===== config.mk =====
export PLATFORM = sky130hd
export DESIGN_NAME = reset_sequencer
export DESIGN_NICKNAME = d
export VERILOG_FILES = /design/src/rtl/reset_sequencer.sv
export SDC_FILE = /design/constraint.sdc
export NUM_CORES = 1
export LEC_CHECK = 0
export BUFFER_PORTS_ARGS = -buffer_cell sky130_fd_sc_hd__buf_4
export CAP_MARGIN = 20
export CORE_AREA = 2 2 53 55
export DETAILED_ROUTE_END_ITERATION = 6
export DIE_AREA = 0 0 55 57
export PLACE_DENSITY_LB_ADDON = 0.25
export SYNTH_ARGS = -nofsm -noshare
export SYNTH_HDL_FRONTEND = slang
export SYNTH_SLANG_ARGS = --single-unit

===== constraint.sdc =====
create_clock -name clk_ref -period 2.4 [get_ports clk_ref]
set_input_delay 0.24 -clock clk_ref [delete_from_list [all_inputs] [get_ports clk_ref]]
set_output_delay 0.24 -clock clk_ref [all_outputs]
set_load 0.03 [all_outputs]

===== src/rtl/reset_sequencer.sv =====
// Reset sequencer: PLL-lock filtered, staged sys/usb/disk reset release
// with watchdog/software fault hold and last-reset-cause capture.
module reset_sequencer #(
   parameter int LOCK_FILTER = 8,
   parameter int STAGE_DELAY = 16,
   parameter int FAULT_HOLD  = 32
) (
   input  logic       clk_ref,
   input  logic       rst_ext_n,
   input  logic       pll_locked,
   input  logic       wdt_reset,
   input  logic       sw_reset_req,
   input  logic       cause_clr,
   output logic       rst_sys_n,
   output logic       rst_usb_n,
   output logic       rst_disk_n,
   output logic       seq_done,
   output logic [1:0] reset_cause
);

   typedef enum logic [2:0] {
      LOCK_WAIT = 3'd0,
      REL_SYS   = 3'd1,
      REL_USB   = 3'd2,
      RUN       = 3'd3,
      FAULT     = 3'd4
   } state_t;

   localparam int M1 = (LOCK_FILTER > STAGE_DELAY) ?
                       LOCK_FILTER : STAGE_DELAY;
   localparam int CMAX = (M1 > FAULT_HOLD) ? M1 : FAULT_HOLD;
   localparam int CW = $clog2(CMAX + 1);

   localparam logic [CW-1:0] LF_T  = CW'(LOCK_FILTER - 1);
   localparam logic [CW-1:0] SD_T  = CW'(STAGE_DELAY - 1);
   localparam logic [CW-1:0] FH_T  = CW'(FAULT_HOLD - 1);
   localparam logic [CW-1:0] C_SAT = CW'(CMAX);

   logic          r_lock_m;
   logic          r_lock_s;
   logic          r_wdt_m;
   logic          r_wdt_s;
   logic          r_wdt_d;
   state_t        r_state;
   logic [CW-1:0] r_cnt;
   logic [1:0]    r_cause;
   logic          r_sys_n;
   logic          r_usb_n;
   logic          r_disk_n;
   logic          r_done;

   state_t        w_state_nx;
   logic [CW-1:0] w_cnt_nx;
   logic [CW-1:0] w_cnt_inc;
   logic [1:0]    w_cause_nx;
   logic          w_active;
   logic          w_pll_loss;
   logic          w_wdt_ev;
   logic          w_sw_ev;
   logic          w_sys_nx;
   logic          w_usb_nx;
   logic          w_disk_nx;

   always_ff @(posedge clk_ref or negedge rst_ext_n) begin
      if (!rst_ext_n) begin
         r_lock_m <= 1'b0;
         r_lock_s <= 1'b0;
         r_wdt_m  <= 1'b0;
         r_wdt_s  <= 1'b0;
         r_wdt_d  <= 1'b0;
         r_state  <= LOCK_WAIT;
         r_cnt    <= '0;
         r_cause  <= 2'b00;
         r_sys_n  <= 1'b0;
         r_usb_n  <= 1'b0;
         r_disk_n <= 1'b0;
         r_done   <= 1'b0;
      end else begin
         r_lock_m <= pll_locked;
         r_lock_s <= r_lock_m;
         r_wdt_m  <= wdt_reset;
         r_wdt_s  <= r_wdt_m;
         r_wdt_d  <= r_wdt_s;
         r_state  <= w_state_nx;
         r_cnt    <= w_cnt_nx;
         r_cause  <= w_cause_nx;
         r_sys_n  <= w_sys_nx;
         r_usb_n  <= w_usb_nx;
         r_disk_n <= w_disk_nx;
         r_done   <= w_disk_nx;
      end
   end

   assign w_active = (r_state == REL_SYS) ||
                     (r_state == REL_USB) ||
                     (r_state == RUN);
   assign w_pll_loss = !r_lock_s && (r_state != LOCK_WAIT);
   assign w_wdt_ev   = w_active && r_wdt_s && !r_wdt_d;
   assign w_sw_ev    = w_active && sw_reset_req;
   assign w_cnt_inc  = (r_cnt == C_SAT) ? r_cnt : r_cnt + 1'b1;

   // Event priority: PLL loss, then watchdog, then software.
   always_comb begin
      w_state_nx = r_state;
      w_cnt_nx   = r_cnt;
      w_cause_nx = cause_clr ? 2'b00 : r_cause;
      if (w_pll_loss) begin
         w_state_nx = LOCK_WAIT;
         w_cnt_nx   = '0;
         w_cause_nx = 2'b01;
      end else if (w_wdt_ev) begin
         w_state_nx = FAULT;
         w_cnt_nx   = '0;
         w_cause_nx = 2'b10;
      end else if (w_sw_ev) begin
         w_state_nx = FAULT;
         w_cnt_nx   = '0;
         w_cause_nx = 2'b11;
      end else begin
         case (r_state)
            LOCK_WAIT: begin
               if (!r_lock_s) begin
                  w_cnt_nx = '0;
               end else if (r_cnt == LF_T) begin
                  w_state_nx = REL_SYS;
                  w_cnt_nx   = '0;
               end else begin
                  w_cnt_nx = w_cnt_inc;
               end
            end
            REL_SYS: begin
               if (r_cnt == SD_T) begin
                  w_state_nx = REL_USB;
                  w_cnt_nx   = '0;
               end else begin
                  w_cnt_nx = w_cnt_inc;
               end
            end
            REL_USB: begin
               if (r_cnt == SD_T) begin
                  w_state_nx = RUN;
                  w_cnt_nx   = '0;
               end else begin
                  w_cnt_nx = w_cnt_inc;
               end
            end
            RUN: begin
               w_cnt_nx = '0;
            end
            FAULT: begin
               if (r_cnt == FH_T) begin
                  w_state_nx = LOCK_WAIT;
                  w_cnt_nx   = '0;
               end else begin
                  w_cnt_nx = w_cnt_inc;
               end
            end
            default: begin
               w_state_nx = LOCK_WAIT;
               w_cnt_nx   = '0;
            end
         endcase
      end
   end

   // Outputs decode the next state so they change on the transition edge.
   always_comb begin
      w_sys_nx  = 1'b0;
      w_usb_nx  = 1'b0;
      w_disk_nx = 1'b0;
      case (w_state_nx)
         REL_SYS: begin
            w_sys_nx = 1'b1;
         end
         REL_USB: begin
            w_sys_nx = 1'b1;
            w_usb_nx = 1'b1;
         end
         RUN: begin
            w_sys_nx  = 1'b1;
            w_usb_nx  = 1'b1;
            w_disk_nx = 1'b1;
         end
         default: begin
            w_sys_nx = 1'b0;
         end
      endcase
   end

   assign rst_sys_n   = r_sys_n;
   assign rst_usb_n   = r_usb_n;
   assign rst_disk_n  = r_disk_n;
   assign seq_done    = r_done;
   assign reset_cause = r_cause;

endmodule

==> impl_metrics.tcl <==
set metrics [dict create \
    fin_crit_ns 1.886 \
    hpwl_mm 1.287 \
    wl_per_cell_um 13.34 \
    port_buffers 11 \
    hold_path_depth 1 \
    grt_pass1_vias 750 \
    r2r-start "r_state[2]$_DFF_PN0_" \
    synth_cells 96 \
    synth_area_per_cell_um2 10.19 \
    clk_latency_ns 0.29 \
    hp-start "pll_locked" \
    cts_inserted_buffers 3 \
    synth_async_sr_flop_share_pct 100.0 \
    yosysTopAreaCell "dfrtp_1" \
    drtIter0Drc 29 \
    gr-usage-met1_pct 18.47 \
    core-area_um2 2615 \
    slew_viol_final 0 \
    clock-sinks 19 \
    max_freq_mhz 530.3 \
    grtUsageMet3_pct 2.356 \
    floorplan.rows 19 \
    grt_max_degree 20 \
    peakVddDrop_uv 483.2 \
    r2r-end "r_cnt[2]$_DFF_PN0_" \
    place.gp.congestion 0.8618 \
    via_per_inst 5.246 \
    met2_usage_pct 22.28 \
    worstHoldEndpoint "r_lock_m$_DFF_PN0_" \
    start_util_pct 37.42 \
    synth_common_cells "19 x dfrtp_1, 14 x nor2_1, 9 x nor3_1" \
    yosys-top-cells-area "dfrtp_1 49%, nor2_1 5.4%, nor3_1 4.6%, xnor2_1 4.5%, buf_6 3.5%" \
    path_cells "or3b_2, nor2_1, a211o_1, a22oi_1, nor4_1" \
    ys_seq_elements 19 \
    finalSetupViolCount 0 \
    synth_top_area_share_pct 48.59 \
    dieHeight_um 57 \
    drv_cap 0 \
    yosysMostFrequentCell "dfrtp_1" \
    finalSetupTns_ns 0 \
    root_buffer "clkbuf_4" \
    finish.net_count 116 \
    dieArea_um2 3135 \
    grt.total_usage_pct 14.05 \
    grt_overflow_total 0 \
    antenna_found_initial 0 \
    critPathSlowestCell "dfrtp_1" \
    endpoint_kind "flop" \
    clk_pin_slew_ns 0.10 \
    cts_tree "yes" \
    diodes 0 \
    crit_type "flop to flop" \
    synth_edf_count 0 \
    hold_violations 0 \
    syn_area_um2 978.4 \
    syn_to_final_growth_pct 11.38 \
    drt-pass1-iter-count 5 \
    remaining_drc_errors 0 \
    status "finished clean" \
    grt_setup_unrepaired "no" \
    holdWs_ns 0.04604 \
    hp-class "input port to flop" \
    rrSetupSlack_ns 0.51 \
    critical_path.top_delay_family "simple AND/OR/NAND/NOR gates" \
    slew_headroom_pct 59.11 \
    leakage_uw 0.0004854 \
    skew_ns 0.005180 \
    ant_nets 0 \
    grt_pass1_wl_mm 3.201 \
    fin_crit_sh_pct 78.58 \
    path_max_fanout 13 \
    htreeDepth 1 \
    synth.distinct_cells 38 \
    syn-num-nets 104 \
    yosysSeqAreaShare_pct 48.59 \
    num_vias 724 \
    ys_warn_count 0 \
    path_buf_inv 0 \
    p_per_area_nw_per_um2 933.2 \
    required_ns 2.59 \
    critical_path.max_stage_delay_ns 0.62 \
    io_pins 12 \
    synth_flop_cell "dfrtp_1" \
    top_usage_layer "met2" \
    worst_ep_arrival_time_ns 2.07 \
    preCtsSetupSlack_ns 0.5297 \
    clockBufferDepth 2 \
    startpoint_type "flop" \
    layout_setup_ws_ns 0.5142 \
    worst_pin_slew_ns 0.6086 \
    die_w_um 55 \
    totalWireLength_mm 1.841 \
    ff2ff_path_depth 5 \
    drive_gt1_share_pct 18.69 \
]
[metrics by stage]
| stage | instance area [µm²] | util [%] | cells | power, µW |
|---|---|---|---|---|
| floorplan | 978.4 | - | 96 | 773.8 |
| global placement | 1054 | 40.29 | 133 | 861.7 |
| detailed placement | 1054 | 40.29 | 133 | 868.6 |
| CTS | 1090 | 41.67 | 138 | 1032 |
| global route | 1090 | 41.67 | 138 | 1110 |
| finish | 1090 | 41.67 | 138 | 1017 |
[routing by layer]
metal,up-vias,part of all wire [%]
li1,354,-
met1,351,46
met2,17,49
met3,2,4.0
met4,0,0.98
met5,-,0
[worst max-delay path by stage]
stage                                    start                  to  slack [ns]  cells past startpoint
after detailed placement  r_state[2]$_DFF_PN0_  r_cnt[2]$_DFF_PN0_        0.53                      5
after CTS                 r_state[2]$_DFF_PN0_  r_cnt[2]$_DFF_PN0_        0.51                      5
after global placement    r_state[2]$_DFF_PN0_  r_cnt[2]$_DFF_PN0_        0.60                      5
final                     r_state[2]$_DFF_PN0_  r_cnt[2]$_DFF_PN0_        0.51                      5
after global routing      r_state[2]$_DFF_PN0_  r_cnt[2]$_DFF_PN0_        0.36                      5
after floorplan             r_cnt[1]$_DFF_PN0_  seq_done$_DFF_PN0_        0.82                      6
[sequential cells by signal (all words and copies together) (netlist names)]
name         flops
rst_sys_n        1
r_lock_s         1
reset_cause      2
r_state          3
r_wdt_m          1
rst_usb_n        1
r_lock_m         1
r_wdt_s          1
r_wdt_d          1
r_cnt            6
seq_done         1
[worst reg2reg max path, delay by kind of cell, from the launching register on]
kind	cells	cell delay, ns
flip-flops	1	0.62
AND/OR/NAND/NOR	3	0.92
AO/OA/AOI/OAI	2	0.25
[logic make-up after synthesis]
group,synth area share [%]
buffers and inverters,6.265
adders and majority gates,3.580
muxes,1.023
AOI/OAI and AO/OA,11.00
and+or+nand+nor,23.28
xor gates and xnor gates,6.266
DFF,48.59
[cell usage in the layout (no fill, tap or decap), types with 2 or more instances in the layout]
| master | synthesis | layout |
|---|---|---|
| nand2_1 | 3 | 3 |
| o21ai_0 | 2 | 2 |
| nor2b_1 | 2 | 2 |
| clkbuf_4 | 0 | 3 |
| nor3_1 | 9 | 9 |
| nand3_1 | 3 | 3 |
| xnor2_1 | 5 | 5 |
| dfrtp_1 | 19 | 19 |
| ha_1 | 2 | 2 |
| xor2_1 | 2 | 2 |
| buf_4 | 1 | 11 |
| a21oi_1 | 3 | 3 |
| inv_1 | 4 | 4 |
| nor2_1 | 14 | 14 |
[report_power, final]
group	total [µW]	internal [µW]	switching, µW
Sequential	454	379	74.1
Clock	156	64.6	91.4
Combinational	407	181	226
[area by class of cell]
cell class / instances / area [µm²]
fill: 268 / 1525
sequential: 19 / 475.5
multi-input combinational: 68 / 441.7
timing repair buffer: 12 / 92.59
tap: 31 / 38.79
clock buffer: 4 / 26.28
inverter: 4 / 15.01
[what timing repair did]
item | CTS | global route
hold buffers | 1 | 0
setup buffers | 0 | 0
hold endpoints to repair | 19 | 0
gates resized for setup | 0 | 0
No activity file was read; power rests on OpenSTA's default activity.
